--- src/rtl/mod_keypad_scan_if.sv ---
// Keypad-side signal bundle: column strobes out, row sense in, decoded key out.
// Latency: none, pure wiring.
// Backpressure: none; o_key_valid is a one-cycle strobe with no ready.
interface mod_keypad_scan_if;
    logic [3:0] o_col_nSel;
    logic [3:0] i_row_n;
    logic [3:0] o_key;
    logic       o_key_valid;
    logic       o_key_held;

    // Scanner side: drives columns and key results, senses rows.
    modport master (
        output o_col_nSel,
        output o_key,
        output o_key_valid,
        output o_key_held,
        input  i_row_n
    );

    // Board/consumer side: senses columns and key results, drives rows.
    modport slave (
        input  o_col_nSel,
        input  o_key,
        input  o_key_valid,
        input  o_key_held,
        output i_row_n
    );
endinterface

--- src/rtl/mod_keypad_scan.sv ---
// Scanned 4x4 hex keypad receiver with frame-level debounce and multi-key rejection.
// Latency: key accepted on the edge after the frame-ending tick of the DEBOUNCE_SCANS-th agreeing frame.
// Backpressure: none; o_key_valid pulses for one cycle and o_key holds until the next acceptance.
module mod_keypad_scan #(
    parameter int SCAN_DIV_BITS  = 15,
    parameter int DEBOUNCE_SCANS = 4
) (
    input  logic              i_clk,
    input  logic              i_rst,
    mod_keypad_scan_if.master kp
);

    typedef enum logic [1:0] {
        S_IDLE,
        S_PRESS,
        S_HELD,
        S_RELEASE
    } state_t;

    localparam logic [3:0] DEB = 4'(DEBOUNCE_SCANS);

    // Row code for (row, col); row 3 reads 0 F E D left to right.
    function automatic logic [3:0] key_code(input logic [1:0] r, input logic [1:0] c);
        logic [3:0] code;
        case ({r, c})
            4'h0: code = 4'h1;
            4'h1: code = 4'h2;
            4'h2: code = 4'h3;
            4'h3: code = 4'hA;
            4'h4: code = 4'h4;
            4'h5: code = 4'h5;
            4'h6: code = 4'h6;
            4'h7: code = 4'hB;
            4'h8: code = 4'h7;
            4'h9: code = 4'h8;
            4'hA: code = 4'h9;
            4'hB: code = 4'hC;
            4'hC: code = 4'h0;
            4'hD: code = 4'hF;
            4'hE: code = 4'hE;
            default: code = 4'hD;
        endcase
        return code;
    endfunction

    logic [3:0]               row_s1, row_s2;
    logic [SCAN_DIV_BITS-1:0] div_q;
    logic                     tick;
    logic [1:0]               col_q;

    // Accumulator count saturates at 2: anything beyond one key is rejected alike.
    logic [1:0] acc_cnt_q;
    logic [3:0] acc_code_q;
    logic [1:0] col_hits;
    logic [3:0] col_code;
    logic [2:0] hit_sum;
    logic [1:0] tot_hits;
    logic [3:0] frame_code;
    logic       frame_end;
    logic       frame_key;

    state_t     state_q, state_d;
    logic [3:0] cnt_q, cnt_d, cnt_inc;
    logic [3:0] cand_q, cand_d;
    logic [3:0] key_q, key_d;
    logic       valid_q, valid_d;
    logic       held_q, held_d;
    logic       cand_match;

    // Two-flop synchronizer for the asynchronous row lines; idles high like the pull-ups.
    always_ff @(posedge i_clk or posedge i_rst) begin
        if (i_rst) begin
            row_s1 <= 4'hF;
            row_s2 <= 4'hF;
        end else begin
            row_s1 <= kp.i_row_n;
            row_s2 <= row_s1;
        end
    end

    assign tick      = &div_q;
    assign frame_end = tick && (col_q == 2'd3);

    // Free-running divider and column pointer; the column only advances on tick.
    always_ff @(posedge i_clk or posedge i_rst) begin
        if (i_rst) begin
            div_q <= '0;
            col_q <= 2'd0;
        end else begin
            div_q <= div_q + 1'b1;
            if (tick) begin
                col_q <= col_q + 2'd1;
            end
        end
    end

    assign kp.o_col_nSel = ~(4'b0001 << col_q);

    // Decode the current column's rows: count of keys down (saturating) and last code seen.
    always_comb begin
        col_hits = 2'd0;
        col_code = 4'h0;
        for (int r = 0; r < 4; r++) begin
            if (!row_s2[r]) begin
                col_code = key_code(2'(r), col_q);
                if (col_hits != 2'd2) begin
                    col_hits = col_hits + 2'd1;
                end
            end
        end
    end

    assign hit_sum    = {1'b0, acc_cnt_q} + {1'b0, col_hits};
    assign tot_hits   = (hit_sum >= 3'd2) ? 2'd2 : hit_sum[1:0];
    assign frame_code = (col_hits != 2'd0) ? col_code : acc_code_q;
    assign frame_key  = (tot_hits == 2'd1);

    // Per-frame accumulation of sampled keys; cleared once the frame result is consumed.
    always_ff @(posedge i_clk or posedge i_rst) begin
        if (i_rst) begin
            acc_cnt_q  <= 2'd0;
            acc_code_q <= 4'h0;
        end else if (frame_end) begin
            acc_cnt_q  <= 2'd0;
            acc_code_q <= 4'h0;
        end else if (tick) begin
            acc_cnt_q  <= tot_hits;
            acc_code_q <= frame_code;
        end
    end

    // Debounce state and registered key outputs.
    always_ff @(posedge i_clk or posedge i_rst) begin
        if (i_rst) begin
            state_q <= S_IDLE;
            cnt_q   <= 4'd0;
            cand_q  <= 4'h0;
            key_q   <= 4'h0;
            valid_q <= 1'b0;
            held_q  <= 1'b0;
        end else begin
            state_q <= state_d;
            cnt_q   <= cnt_d;
            cand_q  <= cand_d;
            key_q   <= key_d;
            valid_q <= valid_d;
            held_q  <= held_d;
        end
    end

    assign cnt_inc    = cnt_q + 4'd1;
    assign cand_match = frame_key && (frame_code == cand_q);

    // Debounce transitions, evaluated only on the frame-ending tick.
    always_comb begin
        state_d = state_q;
        cnt_d   = cnt_q;
        cand_d  = cand_q;
        key_d   = key_q;
        valid_d = 1'b0;
        held_d  = held_q;
        if (frame_end) begin
            case (state_q)
                S_IDLE: begin
                    if (frame_key) begin
                        cand_d = frame_code;
                        cnt_d  = 4'd1;
                        if (DEB == 4'd1) begin
                            state_d = S_HELD;
                            key_d   = frame_code;
                            valid_d = 1'b1;
                            held_d  = 1'b1;
                        end else begin
                            state_d = S_PRESS;
                        end
                    end
                end
                S_PRESS: begin
                    if (cand_match) begin
                        cnt_d = cnt_inc;
                        if (cnt_inc >= DEB) begin
                            state_d = S_HELD;
                            key_d   = cand_q;
                            valid_d = 1'b1;
                            held_d  = 1'b1;
                        end
                    end else if (frame_key) begin
                        cand_d = frame_code;
                        cnt_d  = 4'd1;
                    end else begin
                        state_d = S_IDLE;
                        cnt_d   = 4'd0;
                    end
                end
                S_HELD: begin
                    if (!cand_match) begin
                        if (DEB == 4'd1) begin
                            state_d = S_IDLE;
                            cnt_d   = 4'd0;
                            held_d  = 1'b0;
                        end else begin
                            state_d = S_RELEASE;
                            cnt_d   = 4'd1;
                        end
                    end
                end
                default: begin
                    // Release in progress: the same key coming back cancels it silently.
                    if (cand_match) begin
                        state_d = S_HELD;
                        cnt_d   = 4'd0;
                    end else begin
                        cnt_d = cnt_inc;
                        if (cnt_inc >= DEB) begin
                            state_d = S_IDLE;
                            cnt_d   = 4'd0;
                            held_d  = 1'b0;
                        end
                    end
                end
            endcase
        end
    end

    assign kp.o_key       = key_q;
    assign kp.o_key_valid = valid_q;
    assign kp.o_key_held  = held_q;

endmodule
--- src/flat_wrapper.sv ---
// flat-port wrapper written by rule: the top's interface ports become plain ports
module mod_keypad_scan_flat 
#(
    parameter int SCAN_DIV_BITS  = 15,
    parameter int DEBOUNCE_SCANS = 4
)
  (i_clk, i_rst, kp_o_col_nSel, kp_o_key, kp_o_key_valid, kp_o_key_held, kp_i_row_n);
  mod_keypad_scan_if kp_i ();
  input  logic i_clk;
  input  logic i_rst;
  output wire logic [$bits(kp_i.o_col_nSel)-1:0] kp_o_col_nSel;
  output wire logic [$bits(kp_i.o_key)-1:0] kp_o_key;
  output wire logic [$bits(kp_i.o_key_valid)-1:0] kp_o_key_valid;
  output wire logic [$bits(kp_i.o_key_held)-1:0] kp_o_key_held;
  input wire logic [$bits(kp_i.i_row_n)-1:0] kp_i_row_n;
  assign kp_o_col_nSel = kp_i.o_col_nSel;
  assign kp_o_key = kp_i.o_key;
  assign kp_o_key_valid = kp_i.o_key_valid;
  assign kp_o_key_held = kp_i.o_key_held;
  assign kp_i.i_row_n = kp_i_row_n;
  mod_keypad_scan #(.SCAN_DIV_BITS(SCAN_DIV_BITS), .DEBOUNCE_SCANS(DEBOUNCE_SCANS)) u_core (.i_clk(i_clk), .i_rst(i_rst), .kp(kp_i));
endmodule
--- config.mk ---
export PLATFORM = sky130hd
export DESIGN_NAME = mod_keypad_scan_flat
export DESIGN_NICKNAME = d
export VERILOG_FILES = /design/src/rtl/mod_keypad_scan_if.sv /design/src/rtl/mod_keypad_scan.sv /design/src/flat_wrapper.sv
export SDC_FILE = /design/constraint.sdc
export NUM_CORES = 1
export LEC_CHECK = 0
export CAP_MARGIN = 20
export CELL_PAD_IN_SITES_DETAIL_PLACEMENT = 1
export CELL_PAD_IN_SITES_GLOBAL_PLACEMENT = 1
export CORE_MARGIN = 2
export CORE_UTILIZATION = 47
export CTS_CLUSTER_DIAMETER = 80
export DETAILED_ROUTE_END_ITERATION = 16
export PLACE_DENSITY_LB_ADDON = 0.1
export SETUP_SLACK_MARGIN = 0.15
export SLEW_MARGIN = 0
export SYNTH_ARGS = -nofsm -noshare
export SYNTH_HDL_FRONTEND = slang
export SYNTH_SLANG_ARGS = --single-unit
--- constraint.sdc ---
create_clock -name i_clk -period 5.5 [get_ports i_clk]
set_clock_uncertainty 0.1 [all_clocks]
set_input_delay 1.375 -clock i_clk [delete_from_list [all_inputs] [get_ports i_clk]]
set_output_delay 1.375 -clock i_clk [all_outputs]
set_load 0.01 [all_outputs]
==> tab_implementation.tex <==
\begin{tabular}{lr}
\hline
Metric & Value \\
\hline
\multicolumn{2}{l}{\textbf{Status}} \\
\quad Result of the run & complete, no violations \\
\multicolumn{2}{l}{\textbf{Yosys}} \\
\quad Cells after synthesis & roughly 260 \\
\quad Avg Inst Size Synth & about 10 sq um \\
\quad Predominant post-synthesis flop cell & dfrtp\_1 \\
\quad Largest family of logic cells by synthesized area & simple AND/OR/NAND/NOR gates \\
\quad Flip-flop and latch count after synthesis & 47 \\
\quad Number of enable flip-flop cells after synthesis & 0 \\
\quad Synth Area in Compound Gates & 0.146 \\
\quad Share of the synthesized netlist area taken by xor and xnor gates & 0.0460 \\
\quad Unique cell type count in the Yosys netlist & 60 \\
\quad Leading post-synthesis cells by cell area & dfrtp\_1 (37\%), dfstp\_2 (7.9\%), ha\_1 (6.1\%) \\
\quad Post-Synthesis Cell Area & $\sim$0.0027 sq mm \\
\quad Simple-gate portion of the synthesized area & 0.200 \\
\quad Fraction of registers with async set or reset after synthesis & 1.00 \\
\quad Nets in the synthesized netlist & around 280 \\
\quad Multiplexer fraction of the synthesized cell area & 0.0512 \\
\quad Synthesized-area fraction occupied by adder cells & 0.0685 \\
\quad Register area share after synthesis & 0.445 \\
\quad Largest area contributor in the synthesized netlist & dfrtp\_1 \\
\quad Warning count from the yosys run & 0 \\
\quad Area fraction of the dominant cell type after synthesis & 0.366 \\
\multicolumn{2}{l}{\textbf{Clocking}} \\
\quad Post CTS Setup Buffer Count & 0 \\
\quad Clock Tree Buf Depth & 2 \\
\quad Maximum level of the CTS H-tree & 2 \\
\quad Hold-fix buffer count after cts & 0 \\
\quad Num CTS Buffers & 5 \\
\quad Clock Tree Root & clkbuf\_8 \\
\quad Clock net sink count & 47 \\
\quad Post-cts sizing count & 0 \\
\quad Clk slew on worst S/H paths & 0.09 ns \\
\quad CTS tree & built \\
\quad Insertion delay to the later sink of the worst-skew pair & between 0.2 and 0.3 ns \\
\multicolumn{2}{l}{\textbf{Global routing}} \\
\quad Number of global-route vias before repair & $\sim$2,000 \\
\quad Global-route wire length before repair & between 9000 and 10,000 um \\
\quad Pin count of the biggest net entering global routing & between 40 and 50 \\
\quad Remaining global-route overflow & 0 \\
\quad Initial antenna violation count & 0 \\
\quad Total routing usage reported by global routing & 0.188 \\
\multicolumn{2}{l}{\textbf{Routing}} \\
\quad DR top layer & met4 \\
\quad Per-cell via count in the routed design & 5.59 \\
\quad DRT iter0 DRCs & 61 \\
\quad Final routed DRC violation total & 0 \\
\quad Met3 routed wirelength & $\sim$100 um \\
\quad Routed Antenna Nets & 0 \\
\quad Met2 wire length & about 2700 um \\
\quad Router iterations before antenna repair & 4 \\
\quad Post-Route WL & between 5000 and 6000 um \\
\quad WL per Instance & around 16 um \\
\quad M1 wire length & roughly 2700 um \\
\quad Detailed-route via count & 1,974 \\
\multicolumn{2}{l}{\textbf{Pwr}} \\
\quad IR drop worst, VDD & 124 uV \\
\quad Sw Pwr & roughly 0.00017 W \\
\quad Share of total power in combinational logic & 0.113 \\
\quad Pwr dens & roughly 220 mW/mm\^{}2 \\
\quad Static leakage & 1.38 nW \\
\quad Clock network fraction of total power & 0.334 \\
\quad Share of power burned in registers & 0.553 \\
\quad Net switching share of the total power & 0.265 \\
\quad Cell Int Power & $\sim$0.00047 W \\
\multicolumn{2}{l}{\textbf{Timing}} \\
\quad Setup violation total in the final timing report & 0 \\
\quad Sum Neg Setup Slack & 0 ns \\
\quad Final Cycle Share & 0.773 \\
\quad Maximum frequency from static timing analysis & approximately 0.24 GHz \\
\quad Transition at the pin with the smallest max-transition slack & roughly 0.86 ns \\
\quad Slew margin rel. & 0.426 \\
\quad Setup slack after layout & about 1.2 ns \\
\quad Final Hold Viols & 0 \\
\quad Post-layout min period & 4.25 ns \\
\quad Number of slew-limit violations in the final report & 0 \\
\quad RSZ-0062 raised after global routing & no \\
\multicolumn{2}{l}{\textbf{Place}} \\
\quad Final RePlAce weighted congestion & 0.816 \\
\quad Cell area after placement & around 0.0029 sq mm \\
\quad Buffers added on ports & 15 \\
\quad Pre-CTS setup slack & roughly 1.2 ns \\
\quad Hpwl dp & 4110 um \\
\multicolumn{2}{l}{\textbf{Worst hold path}} \\
\quad Worst hold path class & flop to flop \\
\multicolumn{2}{l}{\textbf{Final layout}} \\
\quad Leading cell types in the layout, fill and taps excluded & dfrtp\_1 (39), nand2\_1 (29) \\
\quad Layout cell share with drive strength beyond 1 & 0.125 \\
\quad Count of fill cells added during filler insertion & between 600 and 700 \\
\quad Net count reported at finish & 300 \\
\quad Leading cell type in the layout, fill and taps excluded & dfrtp\_1 \\
\quad Core Util, Final & 0.540 \\
\quad Number of antenna cells inserted & 0 \\
\quad Growth of design area from synthesis to finish & 11.5\% \\
\quad Final cell area excluding filler cells & 0.00297 sq mm \\
\multicolumn{2}{l}{\textbf{Die}} \\
\quad Top-level port count & 16 \\
\quad Count of standard-cell rows & 27 \\
\quad X dimension of the die & just under 80 um \\
\quad Initial standard-cell utilization of the core & 0.484 \\
\quad Overall die area & between 0.006 and 0.007 sq mm \\
\quad Core Box Area & between 0.005 and 0.006 sq mm \\
\quad Die height & between 70 and 80 um \\
\multicolumn{2}{l}{\textbf{Critical path}} \\
\quad Critical path required time & approximately 5.6 ns \\
\quad Critical Path Fanout Max & 8 \\
\quad Crit path cell chain & inv\_1 > ha\_1 > or2b\_1 > nand2\_1 > ha\_1 > nor2\_1 > a21o\_4 > inv\_4 > ha\_1 > inv\_1 > fa\_1 > and3\_1 > nand2b\_1 > mux2i\_1 > nand4\_2 > nor3\_4 > mux2\_1 \\
\quad Endpoint type of the worst setup path & flop \\
\quad Critical setup path kind & flop to flop \\
\quad Arrival time worst endpoint & about 4.3 ns \\
\quad Delay of the slowest cell on the worst path & $\sim$0.6 ns \\
\quad Worst setup SP type & flop \\
\quad Cell type with the highest occurrence count on the critical path & ha\_1 \\
\quad Cell at the slowest stage of the critical path & dfstp\_2 \\
\multicolumn{2}{l}{\textbf{Run}} \\
\quad Max-cap violations & 0 \\
\hline
\end{tabular}
[routing by layer]
| layer | vias up | global-route usage |
|---|---|---|
| met5 | - | 0 |
| met4 | 0 | 0.0500 |
| met3 | 5 | 0.0239 |
| met2 | 19 | 0.320 |
| met1 | 986 | 0.253 |
| li1 | 964 | - |
[sequential cells by signal, indices dropped and copies added (netlist names), 2 cells and up, named ones only]
signal             cells
u_core.row_s2          4
u_core.cand_q          4
u_core.acc_cnt_q       2
u_core.acc_code_q      4
u_core.kp.o_key        4
u_core.col_q           2
u_core.div_q          15
u_core.cnt_q           4
u_core.row_s1          4
[cell type report]
class / instances / area (sq um) / share of cell area
clock buffer: 5 / 68.8 / 0.0231
multi-input combinational: 192 / 1370 / 0.459
clock inverter: 3 / 22.5 / 0.00758
sequential: 47 / 1190 / 0.399
timing repair buffer: 16 / 170 / 0.0572
inverter: 18 / 70.1 / 0.0236
tap: 72 / 90.1 / 0.0303
[path summary, 6_finish.rpt]
| path | end | slack (ns) | cells after the start | start |
|---|---|---|---|---|
| max | u_core.kp.o_key[2] | 1.25 | 17 | u_core.row_s2[1] |
| min | u_core.row_s2[0] | 0.26 | 0 | u_core.row_s1[0] |
| max reg2reg | u_core.kp.o_key[2] | 1.25 | 17 | u_core.row_s2[1] |
| min reg2reg | u_core.row_s2[0] | 0.26 | 0 | u_core.row_s1[0] |
| max in group asynchronous | u_core.cand_q[1] | 3.56 | 3 | i_rst |
| min in group asynchronous | u_core.div_q[10] | 1.26 | 2 | i_rst |
[critical path, delay by kind of cell (launching register included)]
kind / cells / cell delay, ns
adders and majority gates: 4 / 1.03
and+or+nand+nor: 7 / 1.18
muxes: 2 / 0.79
buffers and inverters: 3 / 0.21
DFF: 1 / 0.60
AOI/OAI and AO/OA: 1 / 0.22
[cells in the mapped netlist, drive strengths merged, types with 2 or more instances]
library cell	n
mux2i	3
and3	6
a21o	3
o21ai	13
nand4	4
a211oi	2
o221ai	2
dfstp	8
clkbuf	3
a2bb2oi	2
buf	4
ha	13
or3	3
inv	18
nor2	15
or3b	2
nand2b	4
or2	2
a21oi	12
a31oi	2
o22ai	2
nor3	8
dfrtp	39
mux2	8
xor2	5
nand3	15
nor2b	2
o31ai	3
xnor2	9
nor4	4
nand2	30
[stage by stage]
| stage | std cells | hold WS, ns | power (W) |
|---|---|---|---|
| 2_1_floorplan | 264 | 0.245 | 0.000416 |
| 3_3_place_gp | 344 | 0.247 | 0.000431 |
| 3_5_place_dp | 344 | 0.247 | 0.000433 |
| 4_1_cts | 352 | 0.261 | 0.000651 |
| 5_1_grt | 353 | 0.268 | 0.000673 |
| 6_report | 353 | 0.260 | 0.000642 |
[power groups by stage]
stage	clock network [W]	registers, W	logic [W]
finish	0.000215	0.000355	0.0000724
global route	0.000235	0.000356	0.0000816
CTS	0.000224	0.000355	0.0000717
detailed placement	0	0.000362	0.0000714
global placement	0	0.000362	0.0000692
floorplan	0	0.000359	0.0000573
[logic make-up (layout without fill, tap and decap cells)]
kind of cell             count (synthesis)  after routing
AO/OA/AOI/OAI                           53             53
XOR/XNOR                                14             14
adder cells (fa/ha/maj)                 14             14
buffers and inverters                   25             42
flip-flops                              47             47
multiplexers                            11             11
AND/OR/NAND/NOR                        100            100
(Power assumes the default switching activity.)
